[src/rtl/sum_display_7seg_if.sv]
// Operand/result bus from the adder and the multiplexed 7-segment drive lines.
// The display stage takes the slave side.
interface sum_display_7seg_if;
  logic [3:0] a;
  logic [3:0] b;
  logic [4:0] sum;
  logic [6:0] seg;
  logic       dp;
  logic [3:0] an;

  modport master (output a, b, sum, input seg, dp, an);
  modport slave  (input a, b, sum, output seg, dp, an);
endinterface

[src/rtl/sum_display_7seg.sv]
// Shows A | B. | sum-tens | sum-ones on a 4-digit common-anode display.
// Each frame is taken from one snapshot of the synchronised inputs, so the digits never tear.
module sum_display_7seg #(
  parameter int unsigned DIGIT_TICKS     = 100_000,
  parameter int unsigned BLANK_TICKS     = 1_000,
  parameter bit          LEAD_ZERO_BLANK = 1'b1
) (
  input logic               clk,
  input logic               rst_n,
  sum_display_7seg_if.slave bus
);

  localparam int unsigned   CW        = $clog2(DIGIT_TICKS);
  localparam logic [CW-1:0] CNT_LAST  = CW'(DIGIT_TICKS - 1);
  localparam logic [CW-1:0] CNT_BLANK = CW'(BLANK_TICKS);

  typedef enum logic [1:0] {
    SLOT_ONES = 2'd0,
    SLOT_TENS = 2'd1,
    SLOT_B    = 2'd2,
    SLOT_A    = 2'd3
  } slot_e;

  typedef struct packed {
    logic [3:0] a;
    logic [3:0] b;
    logic [4:0] sum;
  } sample_t;

  sample_t       sync1, sync2, snap;
  logic [CW-1:0] cnt;
  slot_e         idx;
  logic          cnt_last;

  logic [1:0] tens;
  logic [3:0] ones;
  logic [3:0] nibble;
  logic       blank;
  logic [6:0] seg_d, seg_q;
  logic       dp_d, dp_q;
  logic [3:0] an_d, an_q;

  // Segment pattern {g..a}, active low.
  function automatic logic [6:0] hex7(input logic [3:0] v);
    case (v)
      4'h0: hex7 = 7'h40;
      4'h1: hex7 = 7'h79;
      4'h2: hex7 = 7'h24;
      4'h3: hex7 = 7'h30;
      4'h4: hex7 = 7'h19;
      4'h5: hex7 = 7'h12;
      4'h6: hex7 = 7'h02;
      4'h7: hex7 = 7'h78;
      4'h8: hex7 = 7'h00;
      4'h9: hex7 = 7'h10;
      4'hA: hex7 = 7'h08;
      4'hB: hex7 = 7'h03;
      4'hC: hex7 = 7'h46;
      4'hD: hex7 = 7'h21;
      4'hE: hex7 = 7'h06;
      4'hF: hex7 = 7'h0E;
    endcase
  endfunction

  assign cnt_last = (cnt == CNT_LAST);

  always_comb begin
    // NOTE: every output of this block gets a default first so no path can infer a latch.
    tens   = 2'd0;
    ones   = snap.sum[3:0];
    nibble = 4'h0;
    blank  = 1'b0;

    if (snap.sum >= 5'd30) begin
      tens = 2'd3;
      ones = 4'(snap.sum - 5'd30);
    end else if (snap.sum >= 5'd20) begin
      tens = 2'd2;
      ones = 4'(snap.sum - 5'd20);
    end else if (snap.sum >= 5'd10) begin
      tens = 2'd1;
      ones = 4'(snap.sum - 5'd10);
    end

    case (idx)
      SLOT_ONES: nibble = ones;
      SLOT_TENS: begin
        nibble = {2'b00, tens};
        blank  = LEAD_ZERO_BLANK && (tens == 2'd0);
      end
      SLOT_B:    nibble = snap.b;
      SLOT_A:    nibble = snap.a;
    endcase

    seg_d = blank ? 7'h7F : hex7(nibble);
    dp_d  = (idx != SLOT_B);
    // All anodes stay off at the start of a slot so the previous digit cannot ghost.
    an_d  = (cnt < CNT_BLANK) ? 4'hF : ~(4'b0001 << idx);
  end

  // NOTE: all state uses non-blocking assignments so every register samples pre-edge values.
  always_ff @(posedge clk or negedge rst_n) begin
    if (!rst_n) begin
      sync1 <= '0;
      sync2 <= '0;
      snap  <= '0;
      cnt   <= '0;
      idx   <= SLOT_ONES;
      seg_q <= 7'h7F;
      dp_q  <= 1'b1;
      an_q  <= 4'hF;
    end else begin
      sync1 <= {bus.a, bus.b, bus.sum};
      sync2 <= sync1;
      seg_q <= seg_d;
      dp_q  <= dp_d;
      an_q  <= an_d;
      if (cnt_last) begin
        cnt <= '0;
        idx <= slot_e'(idx + 2'd1);
        // Latch a fresh snapshot only as the last slot of a frame ends.
        if (idx == SLOT_A) snap <= sync2;
      end else begin
        cnt <= cnt + CW'(1);
      end
    end
  end

  assign bus.seg = seg_q;
  assign bus.dp  = dp_q;
  assign bus.an  = an_q;

endmodule
[src/flat_wrapper.sv]
// flat-port wrapper written by rule: the top's interface ports become plain ports
module sum_display_7seg_flat 
#(
  parameter int unsigned DIGIT_TICKS     = 100_000,
  parameter int unsigned BLANK_TICKS     = 1_000,
  parameter bit          LEAD_ZERO_BLANK = 1'b1
)
  (clk, rst_n, bus_a, bus_b, bus_sum, bus_seg, bus_dp, bus_an);
  sum_display_7seg_if bus_i ();
  input logic clk;
  input logic rst_n;
  input wire logic [$bits(bus_i.a)-1:0] bus_a;
  input wire logic [$bits(bus_i.b)-1:0] bus_b;
  input wire logic [$bits(bus_i.sum)-1:0] bus_sum;
  output wire logic [$bits(bus_i.seg)-1:0] bus_seg;
  output wire logic [$bits(bus_i.dp)-1:0] bus_dp;
  output wire logic [$bits(bus_i.an)-1:0] bus_an;
  assign bus_i.a = bus_a;
  assign bus_i.b = bus_b;
  assign bus_i.sum = bus_sum;
  assign bus_seg = bus_i.seg;
  assign bus_dp = bus_i.dp;
  assign bus_an = bus_i.an;
  sum_display_7seg #(.DIGIT_TICKS(DIGIT_TICKS), .BLANK_TICKS(BLANK_TICKS), .LEAD_ZERO_BLANK(LEAD_ZERO_BLANK)) u_core (.clk(clk), .rst_n(rst_n), .bus(bus_i));
endmodule
[config.mk]
export PLATFORM = sky130hd
export DESIGN_NAME = sum_display_7seg_flat
export DESIGN_NICKNAME = d
export VERILOG_FILES = /design/src/rtl/sum_display_7seg_if.sv /design/src/rtl/sum_display_7seg.sv /design/src/flat_wrapper.sv
export SDC_FILE = /design/constraint.sdc
export NUM_CORES = 1
export LEC_CHECK = 0
export CORE_UTILIZATION = 55
export DETAILED_ROUTE_END_ITERATION = 10
export PLACE_DENSITY = 0.77
export SYNTH_ARGS = -nofsm -noshare
export SYNTH_HDL_FRONTEND = slang
export SYNTH_SLANG_ARGS = --single-unit
export TNS_END_PERCENT = 50
[constraint.sdc]
create_clock -name clk -period 6.8 [get_ports clk]
set_input_delay 1.02 -clock clk [delete_from_list [all_inputs] [get_ports clk]]
set_output_delay 1.02 -clock clk [all_outputs]
set_load 0.05 [all_outputs]
==> summary.log <==
INFO  run_status     status=completed
INFO  critical_path  timing.reg2reg.setup_slack=3.81ns
INFO  detailed_routing vias=1951
INFO  timing         max_slew.worst_pin.slew=0.9098ns
INFO  global_routing grt_pass1_vias=1861
INFO  critical_path  critPathMaxFanout=7
INFO  clock_network  cts.reportedPaths.clkPinSlew=0.08ns
INFO  clock_network  clock-root-buffer=sky130_fd_sc_hd__clkbuf_8
INFO  logic_synthesis yosys-top-cells-count=sky130_fd_sc_hd__dfrtp_1, sky130_fd_sc_hd__nand2_1, sky130_fd_sc_hd__nor2_1
INFO  logic_synthesis synth_area_per_cell=12.31um2
INFO  logic_synthesis number_of_enable_flip_flop_cells_after_synthesis=0
INFO  critical_path  r2r_cells=11
INFO  logic_synthesis synth_largest_area_cell=sky130_fd_sc_hd__dfrtp_1
INFO  detailed_routing per_cell_routed_wire_length=14.06um
INFO  final_layout   layout.nets=309
INFO  logic_synthesis synth_most_common_cell=sky130_fd_sc_hd__dfrtp_1
INFO  worst_hold_path worst_min_path_class=reg -> reg
INFO  clock_network  worst_skew_pair.late_latency=0.34ns
INFO  timing         drv_slew=0
INFO  detailed_routing drcViolationCount=0
INFO  floorplan      die_area=5808um2
INFO  global_routing grt_start_max_net_pins=71
INFO  floorplan      boundaryPins=27
INFO  logic_synthesis synth.yosys.seq_area_share=0.5832
INFO  logic_synthesis synth_cell_types=51
INFO  floorplan      placement_rows=26
INFO  floorplan      die_w=76.21um
INFO  worst_hold_path timing.hold.worst_path_depth=0
INFO  logic_synthesis synth_top_area_frac=0.4791
INFO  clock_network  cts_sinks=70
INFO  power          pwrdens=243.2nW/um2
INFO  logic_synthesis async_reset_ff_frac=1.000
INFO  floorplan      chipHeight=76.21um
INFO  detailed_routing drt_pass1_iterations=4
INFO  timing         skew=0.007248ns
INFO  final_layout   drive_above_1_share=0.1879
INFO  clock_network  cts.htree.levels=3
INFO  final_layout   filler_cell_count=379
INFO  worst_hold_path hold_start=u_core.sync1[5]
INFO  timing         final_period_minus_worst_setup_slack=2.986ns
INFO  clock_network  cts_inserted_buffers=9
INFO  timing         rsz_0062_raised_after_global_routing=no
INFO  clock_network  cts_post_setup_buffers_inserted=0
INFO  critical_path  worst-endpoint-required=7.06ns
INFO  global_routing grt_pass1_wl=8383um
INFO  floorplan      floorplan.initialDensity=0.5820
INFO  worst_hold_path timing.hold.worst_endpoint=u_core.sync2[5]
INFO  global_routing grt.total_usage=0.1873
INFO  timing         timing.max_slew.rel_slack=0.3879
INFO  placement      buffer_ports.inserted=26
INFO  timing         final_cycle_utilization_of_the_critical_path=0.4392
INFO  critical_path  timing.critical_path.cells=inv_1 -> ha_1 -> and2b_2 -> nor3_4 -> a211oi_1 -> o22ai_1 -> inv_1 -> ha_1 -> or4_1 -> a21boi_1 -> nor3_1
INFO  run            maxCapViolations=0
INFO  logic_synthesis synth-seq-cells=70
INFO  final_layout   areaGrowthSynthToFinish=18.42%
INFO  logic_synthesis synth.net_count=277
INFO  power          total_leakage_power=1.639nW
INFO  final_layout   sequential_cell_area=1767um2
INFO  logic_synthesis synth_area=3029um2
INFO  critical_path  crit_path_end_kind=flip-flop
INFO  critical_path  reg2reg_from=u_core.snap[2]
INFO  clock_network  clock_tree.buffer_depth=2
INFO  detailed_routing routed_via_density=5.543
INFO  critical_path  criticalPathCategory=reg -> reg
INFO  final_layout   antenna_cells_inserted=0
INFO  floorplan      standard_cell_core_area=5205um2
INFO  global_routing grt_antenna_before_repair=0
INFO  critical_path  critPathLaunchType=flip-flop
INFO  logic_synthesis netlist_instances=246
INFO  logic_synthesis synth_area_leaders=sky130_fd_sc_hd__dfrtp_1, sky130_fd_sc_hd__dfstp_2, sky130_fd_sc_hd__ha_1, sky130_fd_sc_hd__mux2_2, sky130_fd_sc_hd__nand2_1
INFO  placement      place.gp.congestion=0.8266
INFO  detailed_routing antenna_violating_nets_post_route=0
INFO  critical_path  critical-path-slowest-cell=sky130_fd_sc_hd__or4_1
INFO  detailed_routing drt_first_iter_violations=112
INFO  timing         finalHoldViolCount=0
INFO  logic_synthesis synth.yosys.warnings=0
INFO  power          total_power=872.6uW
INFO  timing         peak_freq=334.8MHz
INFO  clock_network  cts_resized=0
INFO  clock_network  holdBufCountCts=0
INFO  final_layout   multi_input_area=1175um2
INFO  detailed_routing finalWirelength=4948um
INFO  final_layout   post_route_core_utilization=0.6892
INFO  power          vdd.ir_drop.worst=0.0001922V
INFO  timing         setup_viol_count_final=0
INFO  global_routing globalRouteOverflowTotal=0
INFO  clock_network  cts_tree=yes
INFO  logic_synthesis dominantRegCellSynth=sky130_fd_sc_hd__dfrtp_1
INFO  timing         setup_total_negative_slack=0ns
INFO  critical_path  crit_arrival=3.25ns
INFO  placement      place.detailed.hpwl=3314um
INFO  critical_path  worstReg2RegEnd=u_core.bus.seg[0]
INFO  critical_path  cpPeakStageDelay=0.53ns
## critical path, delay by kind of cell, from the launching register on
family,cells,cell delay (ns)
AND/OR/NAND/NOR,4,1.02
AO/OA/AOI/OAI,3,0.66
flip-flops,1,0.45
buffers and inverters,2,0.31
adder cells (fa/ha/maj),2,0.47
## registers in the layout, summed over array words and instances (netlist names)
signal,flops
u_core.bus.dp,1
u_core.sync1,13
u_core.bus.an,4
u_core.cnt,17
u_core.idx,2
u_core.bus.seg,7
u_core.sync2,13
u_core.snap,13
## final cells by class
type                            instances  area share
Sequential cell                        70      0.4925
Multi-Input combinational cell        160      0.3275
Timing Repair Buffer                   27     0.07325
Clock inverter                          6     0.03732
Clock buffer                            9     0.03453
Tap cell                               70     0.02442
Inverter                               10     0.01046
## power by group
group	switching, mW	internal (mW)
clock	0.152	0.279
sequential	0.00196	0.424
combinational	0.00821	0.00706
total	0.162	0.711
## cells by family after synthesis
kind of cell	after synthesis	synth area share
compound gates	34	0.08303
xor+xnor	16	0.04626
fa+ha+maj	16	0.06609
buf+inv	16	0.02891
flops	70	0.5832
mux	15	0.05494
simple gates	79	0.1376
## metrics by stage
| step | instance area (um2) | worst slack [ns] | hold slack (ns) | instances |
|---|---|---|---|---|
| floorplan | 3029 | 4.151 | 0.3312 | 246 |
| CTS | 3587 | 3.830 | 0.3446 | 352 |
| detailed placement | 3329 | 3.878 | 0.3347 | 337 |
| global placement | 3329 | 4.000 | 0.3314 | 337 |
| global route | 3587 | 3.630 | 0.3565 | 352 |
| finish | 3587 | 3.814 | 0.3406 | 352 |
## worst max-delay path by stage
stage / from / to / slack, ns / depth (start not counted)
2_1_floorplan: u_core.snap[2] / u_core.bus.seg[0] / 4.15 / 11
3_3_place_gp: u_core.snap[2] / u_core.bus.seg[0] / 4.00 / 11
3_5_place_dp: u_core.snap[2] / u_core.bus.seg[0] / 3.88 / 11
4_1_cts: u_core.snap[2] / u_core.bus.seg[0] / 3.83 / 11
5_1_grt: u_core.snap[2] / u_core.bus.seg[0] / 3.63 / 11
6_report: u_core.snap[2] / u_core.bus.seg[0] / 3.81 / 11
## per-layer routing
layer  up-vias  routed length [um]  GRT usage  part of all wire
li1        939                   -          -                 -
met1       953                2330     0.2486              0.47
met2        49                2319     0.2883              0.47
met3        10                 214    0.04431             0.043
met4         0                  84    0.09615             0.017
met5         -                   0          0                 0
## cells in the final DEF, fill, tap and decap left out, types with 7 or more instances in the layout
cell type                         netlist  final
sky130_fd_sc_hd__inv_1                 10     10
sky130_fd_sc_hd__xnor2_1                9      9
sky130_fd_sc_hd__nor2_1                17     17
sky130_fd_sc_hd__mux2_2                13     13
sky130_fd_sc_hd__dfstp_2               12     12
sky130_fd_sc_hd__clkbuf_8               1      9
sky130_fd_sc_hd__ha_1                  16     16
sky130_fd_sc_hd__nand2_1               22     22
sky130_fd_sc_hd__clkdlybuf4s50_1        0     25
sky130_fd_sc_hd__dfrtp_1               58     58
sky130_fd_sc_hd__xor2_1                 7      7
No activity file was read; power rests on OpenSTA's default activity.
